File: src/rtl/arm_cpu.sv
`default_nettype none
// ============================================================================
// Module   : arm_cpu
// Purpose  : Single-cycle 32-bit ARMv4 subset core. Supports data processing
//            (ADD, SUB, AND, ORR), LDR/STR word and B. Each instruction
//            completes in one clock. Instruction and data memories are
//            external and combinational.
// Ports    : clk        - system clock, all state updates on rising edge
//            reset      - asynchronous active-low reset (pc, NZCV)
//            instr      - instruction word fetched at pc
//            read_data  - data-memory read word (LDR)
//            mem_write  - data-memory write enable (executed STR only)
//            pc         - current program counter
//            write_data - store data (Rd value for STR)
//            alu_result - live ALU output, also data-memory address
// Revision : 1.0 - initial release
// ============================================================================
module arm_cpu (
    input  logic        clk,
    input  logic        reset,
    input  logic [31:0] instr,
    input  logic [31:0] read_data,
    output logic        mem_write,
    output logic [31:0] pc,
    output logic [31:0] write_data,
    output logic [31:0] alu_result
);

    // ------------------------------------------------------------------
    // Encodings
    // ------------------------------------------------------------------
    localparam logic [1:0] c_OP_DP   = 2'b00;
    localparam logic [1:0] c_OP_MEM  = 2'b01;
    localparam logic [1:0] c_OP_BR   = 2'b10;

    localparam logic [3:0] c_CMD_AND = 4'b0000;
    localparam logic [3:0] c_CMD_SUB = 4'b0010;
    localparam logic [3:0] c_CMD_ADD = 4'b0100;
    localparam logic [3:0] c_CMD_ORR = 4'b1100;

    localparam logic [1:0] c_ALU_ADD = 2'd0;
    localparam logic [1:0] c_ALU_SUB = 2'd1;
    localparam logic [1:0] c_ALU_AND = 2'd2;
    localparam logic [1:0] c_ALU_ORR = 2'd3;

    localparam logic [3:0] c_R15     = 4'd15;

    // ------------------------------------------------------------------
    // Architectural state
    // ------------------------------------------------------------------
    logic [31:0] r_pc;
    logic        r_flag_n;
    logic        r_flag_z;
    logic        r_flag_c;
    logic        r_flag_v;
    logic [31:0] r_rf [0:14];

    // ------------------------------------------------------------------
    // Instruction fields
    // ------------------------------------------------------------------
    logic [3:0]  w_cond;
    logic [1:0]  w_op;
    logic        w_imm_sel;
    logic [3:0]  w_cmd;
    logic        w_s_bit;
    logic        w_l_bit;
    logic        w_u_bit;
    logic [3:0]  w_rn;
    logic [3:0]  w_rd;
    logic [3:0]  w_rm;

    assign w_cond    = instr[31:28];
    assign w_op      = instr[27:26];
    assign w_imm_sel = instr[25];
    assign w_cmd     = instr[24:21];
    assign w_s_bit   = instr[20];
    assign w_l_bit   = instr[20];
    assign w_u_bit   = instr[23];
    assign w_rn      = instr[19:16];
    assign w_rd      = instr[15:12];
    assign w_rm      = instr[3:0];

    // ------------------------------------------------------------------
    // Decode
    // ------------------------------------------------------------------
    logic w_is_dp;
    logic w_is_mem;
    logic w_is_br;
    logic w_dp_valid;

    assign w_is_dp    = (w_op == c_OP_DP);
    assign w_is_mem   = (w_op == c_OP_MEM);
    assign w_is_br    = (w_op == c_OP_BR);
    // Unsupported DP commands decode as no-ops: no register or flag write.
    assign w_dp_valid = (w_cmd == c_CMD_ADD) || (w_cmd == c_CMD_SUB) ||
                        (w_cmd == c_CMD_AND) || (w_cmd == c_CMD_ORR);

    // ------------------------------------------------------------------
    // Condition check against the current NZCV (1111 behaves as AL)
    // ------------------------------------------------------------------
    logic w_cond_ok;

    always_comb begin
        w_cond_ok = 1'b1;
        case (w_cond)
            4'h0:    w_cond_ok = r_flag_z;
            4'h1:    w_cond_ok = ~r_flag_z;
            4'h2:    w_cond_ok = r_flag_c;
            4'h3:    w_cond_ok = ~r_flag_c;
            4'h4:    w_cond_ok = r_flag_n;
            4'h5:    w_cond_ok = ~r_flag_n;
            4'h6:    w_cond_ok = r_flag_v;
            4'h7:    w_cond_ok = ~r_flag_v;
            4'h8:    w_cond_ok = r_flag_c & ~r_flag_z;
            4'h9:    w_cond_ok = ~r_flag_c | r_flag_z;
            4'hA:    w_cond_ok = (r_flag_n == r_flag_v);
            4'hB:    w_cond_ok = (r_flag_n != r_flag_v);
            4'hC:    w_cond_ok = ~r_flag_z & (r_flag_n == r_flag_v);
            4'hD:    w_cond_ok = r_flag_z | (r_flag_n != r_flag_v);
            default: w_cond_ok = 1'b1;
        endcase
    end

    // ------------------------------------------------------------------
    // Control signals, all gated by the condition check
    // ------------------------------------------------------------------
    logic w_reg_write;
    logic w_flag_write;
    logic w_branch;
    logic w_mem_write;

    assign w_reg_write  = w_cond_ok & ((w_is_dp & w_dp_valid) | (w_is_mem & w_l_bit));
    assign w_flag_write = w_cond_ok & w_is_dp & w_dp_valid & w_s_bit;
    assign w_branch     = w_cond_ok & w_is_br;
    assign w_mem_write  = w_cond_ok & w_is_mem & ~w_l_bit;

    // ------------------------------------------------------------------
    // Register file read ports; R15 reads return pc+8
    // ------------------------------------------------------------------
    logic [31:0] w_pc_plus4;
    logic [31:0] w_pc_plus8;
    logic [3:0]  w_ra1;
    logic [3:0]  w_ra2;
    logic [31:0] w_rd1;
    logic [31:0] w_rd2;

    assign w_pc_plus4 = r_pc + 32'd4;
    assign w_pc_plus8 = r_pc + 32'd8;

    assign w_ra1 = w_is_br ? c_R15 : w_rn;
    // STR needs the data register on port 2; everything else reads Rm there.
    assign w_ra2 = (w_is_mem & ~w_l_bit) ? w_rd : w_rm;

    assign w_rd1 = (w_ra1 == c_R15) ? w_pc_plus8 : r_rf[w_ra1];
    assign w_rd2 = (w_ra2 == c_R15) ? w_pc_plus8 : r_rf[w_ra2];

    // ------------------------------------------------------------------
    // Operand extension
    // ------------------------------------------------------------------
    logic [31:0] w_src_b;

    always_comb begin
        w_src_b = w_rd2;
        case (w_op)
            c_OP_DP:  w_src_b = w_imm_sel ? {24'd0, instr[7:0]} : w_rd2;
            c_OP_MEM: w_src_b = {20'd0, instr[11:0]};
            c_OP_BR:  w_src_b = {{6{instr[23]}}, instr[23:0], 2'b00};
            default:  w_src_b = w_rd2;
        endcase
    end

    // ------------------------------------------------------------------
    // ALU control: DP uses cmd, memory uses U to pick add/subtract,
    // branch adds the shifted offset to pc+8.
    // ------------------------------------------------------------------
    logic [1:0] w_alu_ctrl;

    always_comb begin
        w_alu_ctrl = c_ALU_ADD;
        if (w_is_dp) begin
            case (w_cmd)
                c_CMD_SUB: w_alu_ctrl = c_ALU_SUB;
                c_CMD_AND: w_alu_ctrl = c_ALU_AND;
                c_CMD_ORR: w_alu_ctrl = c_ALU_ORR;
                default:   w_alu_ctrl = c_ALU_ADD;
            endcase
        end else if (w_is_mem) begin
            w_alu_ctrl = w_u_bit ? c_ALU_ADD : c_ALU_SUB;
        end
    end

    // ------------------------------------------------------------------
    // ALU. Subtract is a + ~b + 1 so the carry out is the ARM NOT-borrow.
    // ------------------------------------------------------------------
    logic        w_sub;
    logic [31:0] w_b_eff;
    logic [32:0] w_sum;
    logic [31:0] w_alu;
    logic        w_alu_c;
    logic        w_alu_v;
    logic        w_arith;

    assign w_sub   = (w_alu_ctrl == c_ALU_SUB);
    assign w_arith = (w_alu_ctrl == c_ALU_ADD) || (w_alu_ctrl == c_ALU_SUB);
    assign w_b_eff = w_sub ? ~w_src_b : w_src_b;
    assign w_sum   = {1'b0, w_rd1} + {1'b0, w_b_eff} + {32'd0, w_sub};

    always_comb begin
        w_alu = w_sum[31:0];
        case (w_alu_ctrl)
            c_ALU_AND: w_alu = w_rd1 & w_src_b;
            c_ALU_ORR: w_alu = w_rd1 | w_src_b;
            default:   w_alu = w_sum[31:0];
        endcase
    end

    assign w_alu_c = w_sum[32];
    // Overflow: operands of equal sign produce a result of the other sign.
    assign w_alu_v = (w_rd1[31] == w_b_eff[31]) && (w_sum[31] != w_rd1[31]);

    // ------------------------------------------------------------------
    // Result selection and next PC
    // ------------------------------------------------------------------
    logic [31:0] w_result;
    logic [31:0] w_pc_next;

    assign w_result = w_is_mem ? read_data : w_alu;

    always_comb begin
        w_pc_next = w_pc_plus4;
        if (w_branch) begin
            w_pc_next = w_alu;
        end else if (w_reg_write && (w_rd == c_R15)) begin
            w_pc_next = w_result;
        end
    end

    // ------------------------------------------------------------------
    // PC and flags
    // ------------------------------------------------------------------
    always_ff @(posedge clk or negedge reset) begin
        if (!reset) begin
            r_pc     <= 32'd0;
            r_flag_n <= 1'b0;
            r_flag_z <= 1'b0;
            r_flag_c <= 1'b0;
            r_flag_v <= 1'b0;
        end else begin
            r_pc <= w_pc_next;
            if (w_flag_write) begin
                r_flag_n <= w_alu[31];
                r_flag_z <= (w_alu == 32'd0);
                // Logical ops leave C and V untouched.
                if (w_arith) begin
                    r_flag_c <= w_alu_c;
                    r_flag_v <= w_alu_v;
                end
            end
        end
    end

    // ------------------------------------------------------------------
    // Register file R0-R14 (not reset); Rd=15 is routed to the PC instead
    // ------------------------------------------------------------------
    always_ff @(posedge clk) begin
        if (w_reg_write && (w_rd != c_R15)) begin
            r_rf[w_rd] <= w_result;
        end
    end

    // ------------------------------------------------------------------
    // Outputs
    // ------------------------------------------------------------------
    assign pc         = r_pc;
    assign alu_result = w_alu;
    assign write_data = w_rd2;
    assign mem_write  = w_mem_write;

endmodule
`default_nettype wire

File: config.mk
export PLATFORM = sky130hd
export DESIGN_NAME = arm_cpu
export DESIGN_NICKNAME = d
export VERILOG_FILES = /design/src/rtl/arm_cpu.sv
export SDC_FILE = /design/constraint.sdc
export NUM_CORES = 1
export LEC_CHECK = 0
export ABC_AREA = 1
export CAP_MARGIN = 40
export CORE_MARGIN = 2
export CORE_UTILIZATION = 45
export DETAILED_ROUTE_END_ITERATION = 7
export REMOVE_ABC_BUFFERS = 1
export SLEW_MARGIN = 10
export SYNTH_ARGS = -nofsm -noshare
export SYNTH_HDL_FRONTEND = slang
export SYNTH_SLANG_ARGS = --single-unit
File: constraint.sdc
create_clock -name clk -period 7.6 [get_ports clk]
set_input_delay 1.52 -clock clk [delete_from_list [all_inputs] [get_ports clk]]
set_output_delay 1.52 -clock clk [all_outputs]
set_load 0.005 [all_outputs]
Word-level counts from Yosys, hierarchy flattened --
Memories as Yosys holds them, arrays and structs flattened. Index checks and enable logic that the tools add are counted.
Cells by class: add/sub/neg operators 4, equality and inequality tests 29, muxes and demuxes 18, bitwise logic cells 23, reduce and logical (&&, ||, !) cells 13
Operators by type and width (count):
- 2-to-1 mux 32 bit | 7
- case mux 32 bit (3 select lines) | 1
- case mux 32 bit (2 select lines) | 1
- equality test 4 bit (second input constant) | 10
- adder 32 x 32 -> 33 bit | 1
- adder 33 x 1 -> 33 bit | 1
- adder 32 x 3 -> 32 bit (second input constant) | 1
- adder 32 x 4 -> 32 bit (second input constant) | 1
- AND 32 bit | 1
- logical NOT 32 bit | 1
- inverter 32 bit | 1
- bitwise OR 32 bit | 1
- equality test 4 x 3 -> 1 bit (second input constant) | 5
- case mux 1 bit (14 select lines) | 1
- AND 1 bit | 12
- equality test 4 x 2 -> 1 bit (second input constant) | 3
- logical NOT 4 bit | 2
- 2-to-1 mux 4 bit | 2
- equality test 2 bit (second input constant) | 3
- case mux 2 bit (3 select lines) | 1
- inverter 1 bit | 5
- equality test 2 x 1 -> 1 bit (second input constant) | 2
- equality test 4 x 1 -> 1 bit (second input constant) | 1
- logical NOT 2 bit | 2
- 9 further kinds | 21
Storage, ports and cells: bits in registers 36, RAM bits 480, input port bits 66, output and inout port bits 97, logic and storage cells 93, memories kept 1
Memory list:
- r_rf | depth 15, bits a word 32, rd ports 2, clocked after memory_dff 0, wr ports 1, line 56 | logic [31:0] r_rf [0:14];

Longest topological paths before layout --
depth after elaboration 15, depth in mapped cells 40, gate-level depth less buffers 39

Worst setup path after synthesis --
OpenSTA, ideal clock, no wires.
path kind input to output, start input port instr[20], end output port alu_result[26], data arrival time 5.216 ns, required time 6.080 ns, setup slack 0.864 ns, stages on the path 32, buffers on the path 3, cells stage by stage inv_1 -> nand4_1 -> nand2_4 -> buf_6 -> buf_8 -> buf_6 -> nand2_1 -> nand3_1 -> nand3_1 -> nand3_1 -> nand3_1 -> nand3_1 -> nand2_1 -> xor2_1 -> fa_1 -> nand2_1 -> nand2_1 -> nand2_1 -> nand2_1 -> nand2_1 -> nand2_1 -> a21oi_1 -> inv_1 -> a21oi_1 -> inv_1 -> a21oi_1 -> o21ai_0 -> a21boi_0 -> nand2_1 -> nand2_1 -> o21a_1 -> inv_1
On the way: cells in the longest elaborated chain, start to end 12, elaborated cells between the ends (all ways) 15, those cells by class add/sub (2); eq/ne (1); mux (6); bitwise (5); memory (1)
RTL lines:
- start: declaration | line 21 | input logic [31:0] instr,
- inverter 1 bit | line 152 | assign w_ra2 = (w_is_mem & ~w_l_bit) ? w_rd : w_rm;
- AND 1 bit | line 152
- 2-to-1 mux 4 bit | line 152
- memory read (15 x 32 bit) / equality test 4 bit (equally long branches)
- 2-to-1 mux 32 bit | line 155 | assign w_rd2 = (w_ra2 == c_R15) ? w_pc_plus8 : r_rf[w_ra2];
- 2-to-1 mux 32 bit | line 165 | c_OP_DP: w_src_b = w_imm_sel ? {24'd0, instr[7:0]} : w_rd2;
- case mux 32 bit (3 select lines) (*) | line 164 | case (w_op)
- inverter 32 bit | line 205 | assign w_b_eff = w_sub ? ~w_src_b : w_src_b;
- 2-to-1 mux 32 bit | line 205
- adder 32 x 32 -> 33 bit | line 206 | assign w_sum = {1'b0, w_rd1} + {1'b0, w_b_eff} + {32'd0, w_sub};
- adder 33 x 1 -> 33 bit | line 206
- case mux 32 bit (2 select lines) (*) | line 210 | case (w_alu_ctrl)
- end: declaration | line 26 | output logic [31:0] alu_result
Every way passes the cells marked *; elsewhere a longest branch is shown, timed or not.

Worst setup path after layout --
start input port instr[18], end output port alu_result[29]
On the way: cells in the longest elaborated chain, start to end 6, elaborated cells between the ends (all ways) 12, those cells by class add/sub (2); eq/ne (1); mux (5); bitwise (3); memory (1)
RTL lines (line):
- 2-to-1 mux 4 bit / case mux 32 bit (3 select lines) (equally long branches) | 150, 164
- memory read (15 x 32 bit), or another cell as far along
- 2-to-1 mux 32 bit, on equally long branches | 154, 205
- adder 32 x 32 -> 33 bit | 206
- adder 33 x 1 -> 33 bit | 206
- case mux 32 bit (2 select lines) (*) | 210
Marks and branches as above.

==> out/results.ini <==
[timing]
setup_ws_ns = 0.07307
setup_viol = 0
rsz0062_at_grt = yes
relSlewSlack_pct = 39.57
fin_crit_ns = 7.527
maxSlewViolCount = 0
hold_violations = 0
skew_ns = 0.02410
clock.fmax_mhz = 132.9
period_share_pct = 99.04
max_slew.worst_pin.slew_ns = 0.9042

[pwr]
pwr-share-comb_pct = 41.6
p_clk_share_pct = 25.0
switching_power_mw = 4.125
p_int_mw = 7.138
p_leak_nw = 17.10
swShare_pct = 36.63
peakVddDrop_v = 0.0002361
pwr-share-seq_pct = 33.3
power_mw = 11.26
powerDensity_nw_per_um2 = 268.8

[synth]
ys_ff_latch = 516
synth.yosys.seq_area_share_pct = 49.12
ys_types = 63
synthFlopType = edfxtp_1
synth.avg_cell_area_um2 = 8.395
ys_warn_count = 0
post_synth_inst_count = 3714
synth_edf_count = 480
synthesis.area_um2 = 31180
async_flop_share_pct = 6.977

[floorplan]
fp.dieH_um = 267.2
coreArea_um2 = 68590
floorplan.die_area_um2 = 71410
initial_utilization_pct = 45.46
rows = 96
ios = 163
die_width_um = 267.2

[final_layout]
syn_to_final_growth_pct = 34.40
regArea_um2 = 15320
fillers = 5988
fin_nets = 4503
finalNonFillerCells = 5380
multiInputGateArea_um2 = 14660
diodes = 0
layout-drive-gt1-share_pct = 22.97
stdcell_area_um2 = 41900

[run_status]
status = finished, final reports clean

[critical_path]
crit_required_ns = 6.08
crit_path_end_kind = output pin
crit_type = in2out
cp_max_fo = 10
worstPathArrival_ns = 6.01
startpoint_type = input pin
ff2ff_setup_slack_ns = 1.72

[run]
max_cap_viol_count = 0

[place]
dp_slack_ns = -1.225
numPlacedInstances = 5160
place_area_um2 = 37930
portBuffers = 162
gp_congestion = 1.046
dp_hpwl_mm = 99.87

[clock_tree]
worstSkewPairLatency_ns = 0.64
clkTransAtPathRegs_ns = 0.06
cts_inserted_buffers = 58
cts_tree = yes
h-tree-depth = 2
cts.path.max_buffers = 3
cts.sinks = 516
ctsHoldBuffers = 0
root_buffer = clkbuf_16

[global_routing]
grt_first_pass_wirelength_mm = 203.1
grt_usage_pct = 39.25
grt_pass1_vias = 30130
antenna_found_initial = 2
gr-total-overflow = 0
grt_max_degree = 51

[drt]
wl_mm = 144.8
drtAntennaViolNets = 0
drcViolationCount = 0
dr.pass1.iters = 6
viasPerCell = 6.136
vias = 33010
drtIter0Drc = 4916
wl_per_cell_um = 26.91

[worst_hold_path]
worst_hold_path_type = reg2reg

placed cells by master, fill, tap and decap left out, types with 27 or more instances in the layout:
| cell type | instances |
|---|---|
| a21oi_1 | 317 |
| a22oi_1 | 60 |
| a32o_1 | 27 |
| buf_12 | 57 |
| buf_4 | 580 |
| clkbuf_16 | 65 |
| clkdlybuf4s50_1 | 139 |
| dfrtp_1 | 35 |
| edfxtp_1 | 480 |
| ha_1 | 30 |
| inv_1 | 227 |
| nand2_1 | 1093 |
| nand2_2 | 38 |
| nand3_1 | 343 |
| nor2_1 | 139 |
| nor3_1 | 27 |
| o211ai_1 | 45 |
| o21ai_0 | 167 |
| o21ai_1 | 48 |
| o21ai_2 | 30 |
| xor2_1 | 68 |
synth_stat cells (5+ instances only):
master,n,area [µm²]
nor4_1,10,62.56
a32o_1,29,290.3
buf_1,11,41.29
a211oi_1,6,45.04
inv_2,8,30.03
a221oi_1,18,157.7
nand3_2,8,80.08
o21ai_1,46,230.2
o221ai_1,24,210.2
nand4_1,12,75.07
edfxtp_1,480,14410
or2_2,7,43.79
nor3_1,29,145.1
o21a_1,6,45.04
nand2_2,13,81.33
o211ai_1,45,337.8
clkbuf_1,65,244.0
o22ai_1,15,93.84
xnor2_1,15,131.4
xor2_1,71,621.9
dfrtp_1,36,900.9
a31oi_1,11,68.82
and3_1,5,31.28
nand2_1,1127,4230
a21oi_1,346,1732
nand3_1,361,1807
a22oi_1,63,473.0
buf_4,30,225.2
a21boi_1,5,37.54
o31ai_1,5,37.54
nor2_2,5,31.28
buf_6,24,270.3
o21ai_0,193,965.9
buf_2,89,445.4
ha_1,33,412.9
nor2_1,170,638.1
o21ai_2,7,61.31
inv_1,233,874.6
final cells by class:
| cell class | count | area share, % |
|---|---|---|
| Timing Repair Buffer | 844 | 18.95 |
| Sequential cell | 516 | 36.55 |
| Clock inverter | 31 | 0.6539 |
| Inverter | 246 | 2.314 |
| Tap cell | 931 | 2.780 |
| Multi-Input combinational cell | 2737 | 34.98 |
| Clock buffer | 75 | 3.768 |
cell families (layout without fill, tap and decap cells):
logic type | after synthesis | count (layout) | synth area share [%]
adder cells (fa/ha/maj) | 34 | 34 | 1.389
flip-flops | 516 | 516 | 49.12
AO/OA/AOI/OAI | 850 | 850 | 16.35
AND/OR/NAND/NOR | 1761 | 1766 | 23.70
XOR/XNOR | 86 | 86 | 2.416
multiplexers | 1 | 1 | 0.03211
buffers and inverters | 466 | 1196 | 6.991
layer usage:
layer,part of all wire (%),global-route usage [%],up-vias
met5,0.014,0,-
met4,5.6,18.89,2
met3,13,8.146,510
met2,43,59.45,2428
met1,38,53.72,15710
li1,-,-,14370
metrics by stage:
step / hold slack [ns] / utilization [%] / setup TNS (ns)
after floorplan: 0.4627 / - / -169.82
after global placement: 0.5403 / 55.12 / -23.20
after detailed placement: 0.5422 / 55.30 / -14.79
after CTS: 0.5589 / 59.77 / -0.06126
after global routing: 0.5659 / 61.10 / -0.1164
final: 0.5548 / 61.10 / 0
what timing repair did:
item                                    in CTS  in global routing
endpoints found under the setup margin      25                 25
gates cloned                                10                  6
endpoints found under the hold margin        0                  0
resized for setup                          132                168
pin swaps                                   45                 74
buffers inserted                            70                 30
state kept, by name (all words and copies together) (netlist names):
| signal | count |
|---|---|
| r_rf | 480 |
| pc | 32 |
| r_flag_c | 1 |
| r_flag_n | 1 |
| r_flag_v | 1 |
| r_flag_z | 1 |
power by group through the flow:
stage,sequential (mW),combinational (mW),clock [mW]
finish,3.76,4.69,2.82
CTS,3.74,4.34,2.82
global placement,3.80,4.13,0
global route,3.76,4.90,2.93
detailed placement,3.80,4.14,0
floorplan,3.73,1.72,0
worst max-delay path: stages:
cell	delay (ns)
clkdlybuf4s50_1	0.41
buf_4	0.19
nor2_4	0.20
buf_4	0.14
inv_2	0.06
nor2_4	0.13
inv_2	0.11
buf_12	0.18
buf_4	0.16
o221ai_1	0.42
o21ai_1	0.11
buf_4	0.16
ha_1	0.35
nand2_1	0.10
inv_1	0.10
nand2_1	0.10
nor2_2	0.14
nand3_1	0.14
nand2_1	0.14
nand2_1	0.06
nand2_1	0.08
xor2_1	0.18
nand2_1	0.08
nand2_1	0.12
inv_1	0.10
clkdlybuf4s50_1	0.46
path summary, 6_finish.rpt:
kind | startpoint | end | depth (start not counted)
min in group asynchronous | reset | pc[4] | 1
max in group asynchronous | reset | r_flag_c | 2
worst min register to register | r_flag_z | r_flag_z | 2
worst min-delay path | r_flag_z | r_flag_z | 2
worst max-delay path | instr[18] | alu_result[29] | 26
worst max register to register | pc[3] | r_flag_z | 36
Power figures use the tool's default switching activity.
